**src/rtl/rf_arb_pkg.sv**
```systemverilog
// Shared types for the register-file write arbiter.
// Holds the default index/data widths, the buffered-write entry layout and
// the arbiter FSM state encoding.
package rf_arb_pkg;

    localparam int unsigned RF_AW = 4;
    localparam int unsigned RF_DW = 32;

    // One buffered secondary write; valid drops when a younger primary write
    // to the same register makes it stale.
    typedef struct packed {
        logic               valid;
        logic [RF_AW-1:0]   dest;
        logic [RF_DW-1:0]   value;
    } rf_entry_t;

    typedef enum logic [0:0] {
        NORMAL = 1'b0,
        DRAIN  = 1'b1
    } arb_state_e;

endpackage

```
**src/rtl/rf_wr_fifo.sv**
```systemverilog
// Secondary write buffer for the register-file write arbiter.
// Ports:
//   clk, rst                 clock, async active-high reset
//   push, push_dest/value    enqueue a new valid entry
//   pop                      dequeue the head (caller guarantees count != 0)
//   squash_en, squash_dest   invalidate every stored entry with this dest
//   src1, src2               read indices checked against valid entries
//   head_valid_c/dest_c/value_c  current head entry
//   count                    occupancy, squashed entries included
//   match1_c, match2_c       srcN hits a valid stored entry
// Entry widths come from rf_arb_pkg; AW/DW must match RF_AW/RF_DW.
module rf_wr_fifo
    import rf_arb_pkg::*;
#(
    parameter int unsigned DEPTH = 4,
    parameter int unsigned AW    = RF_AW,
    parameter int unsigned DW    = RF_DW
) (
    input  logic                         clk,
    input  logic                         rst,
    input  logic                         push,
    input  logic [AW-1:0]                push_dest,
    input  logic [DW-1:0]                push_value,
    input  logic                         pop,
    input  logic                         squash_en,
    input  logic [AW-1:0]                squash_dest,
    input  logic [AW-1:0]                src1,
    input  logic [AW-1:0]                src2,
    output logic                         head_valid_c,
    output logic [AW-1:0]                head_dest_c,
    output logic [DW-1:0]                head_value_c,
    output logic [$clog2(DEPTH):0]       count,
    output logic                         match1_c,
    output logic                         match2_c
);

    localparam int unsigned PW = $clog2(DEPTH);
    localparam int unsigned CW = PW + 1;

    rf_entry_t         mem [DEPTH];
    logic [PW-1:0]     rd_ptr;
    logic [PW-1:0]     wr_ptr;

    // Storage, pointers and occupancy. Popped slots are invalidated so the
    // match logic can scan all slots without consulting the pointers.
    always_ff @(posedge clk or posedge rst) begin
        if (rst) begin
            for (int unsigned i = 0; i < DEPTH; i++) begin
                mem[PW'(i)] <= '0;
            end
            rd_ptr <= '0;
            wr_ptr <= '0;
            count  <= '0;
        end else begin
            // Squash first so that an entry written this cycle survives.
            if (squash_en) begin
                for (int unsigned i = 0; i < DEPTH; i++) begin
                    if (mem[PW'(i)].dest == squash_dest) begin
                        mem[PW'(i)].valid <= 1'b0;
                    end
                end
            end
            if (pop) begin
                mem[rd_ptr].valid <= 1'b0;
                rd_ptr            <= rd_ptr + PW'(1);
            end
            if (push) begin
                mem[wr_ptr] <= '{valid: 1'b1, dest: push_dest, value: push_value};
                wr_ptr      <= wr_ptr + PW'(1);
            end
            unique case ({push, pop})
                2'b10:   count <= count + CW'(1);
                2'b01:   count <= count - CW'(1);
                default: count <= count;
            endcase
        end
    end

    assign head_valid_c = mem[rd_ptr].valid;
    assign head_dest_c  = mem[rd_ptr].dest;
    assign head_value_c = mem[rd_ptr].value;

    // Read-after-write hazard detect against live buffered entries.
    always_comb begin
        match1_c = 1'b0;
        match2_c = 1'b0;
        for (int unsigned i = 0; i < DEPTH; i++) begin
            if (mem[PW'(i)].valid && (mem[PW'(i)].dest == src1)) match1_c = 1'b1;
            if (mem[PW'(i)].valid && (mem[PW'(i)].dest == src2)) match2_c = 1'b1;
        end
    end

endmodule

```
**src/rtl/rf_write_arbiter.sv**
```systemverilog
// Arbitrates the register file's single write port between the WB stage
// (primary, always accepted) and buffered memory-return writes (secondary),
// with bounded wait for the secondary head and stale-write squashing.
// Ports:
//   clk, rst                          clock, async active-high reset
//   p_wb_en/dest/value                primary write request
//   s_valid/s_ready/s_dest/s_value    secondary write handshake
//   src1, src2 / hazard1, hazard2     decode read indices / buffered-RAW flags
//   pipe_stall                        freeze request while draining a starved head
//   rf_wb_en/dest/value               registered register-file write port
//   fifo_count                        buffer occupancy
module rf_write_arbiter
    import rf_arb_pkg::*;
#(
    parameter int unsigned DEPTH    = 4,
    parameter int unsigned MAX_WAIT = 8,
    parameter int unsigned DW       = RF_DW,
    parameter int unsigned AW       = RF_AW
) (
    input  logic                     clk,
    input  logic                     rst,
    input  logic                     p_wb_en,
    input  logic [AW-1:0]            p_wb_dest,
    input  logic [DW-1:0]            p_wb_value,
    input  logic                     s_valid,
    output logic                     s_ready,
    input  logic [AW-1:0]            s_dest,
    input  logic [DW-1:0]            s_value,
    input  logic [AW-1:0]            src1,
    input  logic [AW-1:0]            src2,
    output logic                     hazard1,
    output logic                     hazard2,
    output logic                     pipe_stall,
    output logic                     rf_wb_en,
    output logic [AW-1:0]            rf_wb_dest,
    output logic [DW-1:0]            rf_wb_value,
    output logic [$clog2(DEPTH):0]   fifo_count
);

    localparam int unsigned CW = $clog2(DEPTH) + 1;
    localparam int unsigned WW = $clog2(MAX_WAIT) + 1;

    arb_state_e        state_q;
    arb_state_e        state_d;
    logic [WW-1:0]     wait_q;
    logic [WW-1:0]     wait_d;

    logic              push;
    logic              pop;
    logic              grant_p;
    logic              grant_s;
    logic              head_present;
    logic              head_live;
    logic              head_dead;
    logic              head_valid;
    logic [AW-1:0]     head_dest;
    logic [DW-1:0]     head_value;

    assign s_ready = (fifo_count != CW'(DEPTH));
    assign push    = s_valid && s_ready;

    rf_wr_fifo #(
        .DEPTH (DEPTH),
        .AW    (AW),
        .DW    (DW)
    ) u_fifo (
        .clk          (clk),
        .rst          (rst),
        .push         (push),
        .push_dest    (s_dest),
        .push_value   (s_value),
        .pop          (pop),
        .squash_en    (p_wb_en),
        .squash_dest  (p_wb_dest),
        .src1         (src1),
        .src2         (src2),
        .head_valid_c (head_valid),
        .head_dest_c  (head_dest),
        .head_value_c (head_value),
        .count        (fifo_count),
        .match1_c     (hazard1),
        .match2_c     (hazard2)
    );

    assign head_present = (fifo_count != CW'(0));
    assign head_live    = head_present && head_valid;
    assign head_dead    = head_present && !head_valid;

    // Next state, wait counter and grant selection. The grant rule is the
    // same in both states (primary first, then a live head); DRAIN only
    // differs in holding the pipeline stalled until the head leaves.
    always_comb begin
        state_d = state_q;
        wait_d  = wait_q;
        grant_p = p_wb_en;
        grant_s = !p_wb_en && head_live;
        pop     = grant_s || head_dead;

        unique case (state_q)
            NORMAL: begin
                if (pop || !head_present) begin
                    wait_d = '0;
                end else begin
                    wait_d = wait_q + WW'(1);
                    if (wait_q == WW'(MAX_WAIT - 1)) begin
                        state_d = DRAIN;
                    end
                end
            end
            DRAIN: begin
                if (pop || !head_present) begin
                    state_d = NORMAL;
                    wait_d  = '0;
                end
            end
            default: begin
                state_d = NORMAL;
                wait_d  = '0;
            end
        endcase
    end

    // FSM state and wait counter.
    always_ff @(posedge clk or posedge rst) begin
        if (rst) begin
            state_q <= NORMAL;
            wait_q  <= '0;
        end else begin
            state_q <= state_d;
            wait_q  <= wait_d;
        end
    end

    // Registered write port and stall; dest/value hold when nothing is granted.
    always_ff @(posedge clk or posedge rst) begin
        if (rst) begin
            pipe_stall  <= 1'b0;
            rf_wb_en    <= 1'b0;
            rf_wb_dest  <= '0;
            rf_wb_value <= '0;
        end else begin
            pipe_stall <= (state_d == DRAIN);
            rf_wb_en   <= grant_p || grant_s;
            if (grant_p) begin
                rf_wb_dest  <= p_wb_dest;
                rf_wb_value <= p_wb_value;
            end else if (grant_s) begin
                rf_wb_dest  <= head_dest;
                rf_wb_value <= head_value;
            end
        end
    end

endmodule

```
**config.mk**
```make
export PLATFORM = sky130hd
export DESIGN_NAME = rf_write_arbiter
export DESIGN_NICKNAME = d
export VERILOG_FILES = /design/src/rtl/rf_arb_pkg.sv /design/src/rtl/rf_wr_fifo.sv /design/src/rtl/rf_write_arbiter.sv
export SDC_FILE = /design/constraint.sdc
export NUM_CORES = 1
export LEC_CHECK = 0
export ABC_AREA = 1
export CORE_MARGIN = 8
export CORE_UTILIZATION = 56
export DETAILED_ROUTE_END_ITERATION = 6
export PLACE_DENSITY = 0.81
export SYNTH_ARGS = -nofsm -noshare
export SYNTH_HDL_FRONTEND = slang
export SYNTH_SLANG_ARGS = --single-unit
```
**constraint.sdc**
```tcl
create_clock -name clk -period 7.13 [get_ports clk]
set_input_delay 0.713 -clock clk [delete_from_list [all_inputs] [get_ports clk]]
set_output_delay 0.713 -clock clk [all_outputs]
set_load 0.1 [all_outputs]
```
==> metrics.md <==
| Metric | Value |
|---|---|
| Status | finished, final reports clean |
| Post-synthesis sequential area ratio | 50.33% |
| CP max-delay cell | clkdlybuf4s50_1 |
| Worst Tran Pin Value | 1.034 ns |
| Dpl ws | 3.446 ns |
| Crit end category | output pin |
| Syn_area_per_cell | 7.688 um^2 |
| Cell Chain, Critical Path | clkdlybuf4s50_1 -> inv_1 -> nand2_1 -> nand2_1 -> nor2_1 -> nand3_1 -> nand2_1 -> inv_1 -> nand2_1 -> clkdlybuf4s50_1 |
| Post-layout minimum cycle time | 3.706 ns |
| Number of synthesized register bits | 197 |
| Initial antenna violation count | 0 |
| Residual DRC | 0 |
| Final total power | 5.993 mW |
| Final setup vio count | 0 |
| Post-CTS sizing | 0 |
| Setup WS post-layout | 3.424 ns |
| Cell area after synthesis | 9794 um^2 |
| Setup TNS | 0 ns |
| Diode count | 0 |
| DP Area | 11,000 um^2 |
| DR vias | 8,763 |
| Sw power | 2.933 mW |
| GRT Residual Overflow | 0 |
| H-Tree Depth | 4 |
| CP required | 6.42 ns |
| Flop pwr share | 33.6% |
| Min-delay worst type | flop to flop |
| WL final | 25,310 um |
| Final core occ | 67.66% |
| Max Cap Violations | 0 |
| # IOs | 128 |
| Clock Path Buffers | 2 |
| Clock Tree Root | clkbuf_16 |
| Crit Path Class | input port to output pin |
| Slew headroom | 30.86% |
| Global placement routability congestion | 0.9824 |
| Fill count | 1,496 |
| Layout area overhead | 18.65% |
| Die height | 148.3 um |
| First-pass GRT wire length | 42,150 um |
| Nets | 1,444 |
| PD cells | 515.7 nW/um^2 |
| CP dominant cell by count | nand2_1 |
| Layout cells sized above 1 | 3.971% |
| Unique masters post-synth | 27 |
| Chip Width | 148.3 um |
| P_int | 3.060 mW |
| Pleak | 5.765 nW |
| Die Area | 21,980 um^2 |
| Post-route cell area | 11,620 um^2 |
| Latest clock arrival within the worst-skew pair | 0.43 ns |
| Power share of the combinational group | 49.4% |
| Detailed Routing Iterations Pass 1 | 6 |
| CTS tree | done |
| Post-CTS Setup Bufs | 0 |
| Multi-input logic area | 4169 um^2 |
| Fmax | 0.2698 GHz |
| Routed length per instance | 15.97 um |
| Final Hold Viols | 0 |
| CTS Hold Buffers Added | 0 |
| Clock Skew | 0.008424 ns |
| Starting Density | 57.02% |
| RSZ-0062 raised after global routing | false |
| Site Rows | 48 |
| Mapped Cells | 1,274 |
| CP Max Fanout | 5 |
| Sinks on Clock Net | 197 |
| Max VDD drop | 0.0003673 V |
| # port buffers | 127 |
| Sw frac | 48.94% |
| Total track usage | 23.56% |
| Worst EP arrival | 2.99 ns |
| Clk slew on worst S/H paths | 0.07 ns |
| Antenna Nets Post-Route | 0 |
| FF+latch area | 4932 um^2 |
| Syn_nets | 1,369 |
| Largest net degree at the start of global routing | 130 |
| Kind of start point of the critical path | input port |
| Detail Placement HPWL | 15,230 um |
| Tcrit/Tclk final | 51.97% |
| Core area | 17,180 um^2 |
| Vias per cell | 5.529 |
| Max Transition Viols Final | 0 |
| Synth Warn # | 0 |
| Vias in the first global route | 8,432 |
| Clock share of power | 16.9% |
| Drt initial violations | 962 |
| Slowest cell delay on critical path | 1.12 ns |
| CTS Buf Count | 17 |
[critical path: cells and delay by family]
kind                   cells  cell delay (ns)
and+or+nand+nor            6             0.44
buffers and inverters      4             1.85
[power groups by stage]
stage	Clock [mW]	Sequential, mW	Combinational (mW)
detailed placement	0	2.01	2.96
finish	1.01	2.02	2.96
floorplan	0	2.68	1.58
CTS	1.03	2.00	2.98
global placement	0	2.00	2.88
global route	1.07	2.08	3.25
[layout by cell type (no fill, tap or decap), drive strengths merged]
| cell type | count |
|---|---|
| a21oi | 14 |
| nand2 | 516 |
| clkinvlp | 2 |
| bufinv | 4 |
| clkbuf | 19 |
| xor2 | 6 |
| xnor2 | 11 |
| o211ai | 7 |
| clkinv | 3 |
| clkdlybuf4s50 | 126 |
| fa | 1 |
| nand4 | 3 |
| inv | 84 |
| nor2 | 28 |
| nand3 | 165 |
| buf | 6 |
| nand3b | 1 |
| ha | 10 |
| o21ai | 157 |
| dfrtp | 197 |
[final timing paths]
kind | startpoint | cells past startpoint | slack (ns) | end
setup / recovery | src2[0] | 10 | 3.42 | hazard2
hold / removal | u_fifo.mem[132]$_DFFE_PP0P_ | 2 | 0.48 | u_fifo.mem[132]$_DFFE_PP0P_
setup reg to reg | u_fifo.rd_ptr[1]$_DFFE_PP0N_ | 6 | 4.34 | rf_wb_dest[1]$_DFFE_PP0P_
hold reg to reg | u_fifo.mem[132]$_DFFE_PP0P_ | 2 | 0.48 | u_fifo.mem[132]$_DFFE_PP0P_
max in group asynchronous | rst | 3 | 4.83 | u_fifo.mem[143]$_DFFE_PP0P_
min in group asynchronous | rst | 2 | 0.81 | rf_wb_value[12]$_DFFE_PP0P_
[stage by stage]
step / hold slack, ns / std cells
after floorplan: 0.4529 / 1274
after global placement: 0.4652 / 1555
after detailed placement: 0.4731 / 1555
after CTS: 0.4897 / 1585
after global routing: 0.4992 / 1585
final: 0.4828 / 1585
[cell type report]
type | instances | share of cell area, %
flip-flops and latches | 197 | 42.44
clock inverters | 11 | 1.497
repair buffers | 132 | 11.22
inverters | 82 | 2.735
well taps | 225 | 2.422
multi-input cells | 919 | 35.87
clock buffers | 19 | 3.811
[registers in the layout (all words and copies together), names as in the netlist, 2 cells and up]
| register | count |
|---|---|
| wait_q | 4 |
| u_fifo.wr_ptr | 2 |
| u_fifo.mem | 148 |
| u_fifo.rd_ptr | 2 |
| rf_wb_value | 32 |
| rf_wb_dest | 4 |
| u_fifo.count | 3 |
[cell families (layout without fill, tap and decap cells)]
| group | after synthesis | after routing | synth area share [%] |
|---|---|---|---|
| adders and majority gates | 11 | 11 | 1.482 |
| DFF | 197 | 197 | 50.33 |
| xor gates and xnor gates | 17 | 17 | 1.520 |
| AOI/OAI and AO/OA | 178 | 178 | 9.274 |
| and+or+nand+nor | 713 | 713 | 30.29 |
| buffers and inverters | 158 | 244 | 7.103 |
[synth_stat cells]
cell,instances,area share (%)
o21ai_0,145,7.4
nand2_2,1,0.064
inv_1,78,3.0
clkbuf_1,12,0.46
inv_4,1,0.064
buf_2,47,2.4
a21oi_1,14,0.72
nor2_1,28,1.1
nand4_1,3,0.19
nand3_4,1,0.18
o21ai_1,12,0.61
buf_4,3,0.23
inv_2,3,0.11
clkbuf_2,6,0.31
nand2_1,510,20
nand2_4,5,0.57
buf_6,3,0.34
nand3b_1,1,0.077
o211ai_1,7,0.54
xnor2_1,11,0.98
nand3_2,4,0.41
ha_1,10,1.3
fa_1,1,0.20
buf_1,5,0.19
dfrtp_1,197,50
xor2_1,6,0.54
nand3_1,160,8.2
[routing by layer]
metal	vias to the layer above	GRT usage (%)	share of wire [%]
met5	-	0	0
met4	0	7.649	1.9
met3	50	5.226	6.7
met2	340	38.42	47
met1	4149	30.67	44
li1	4224	-	-
Power figures use the tool's default switching activity.
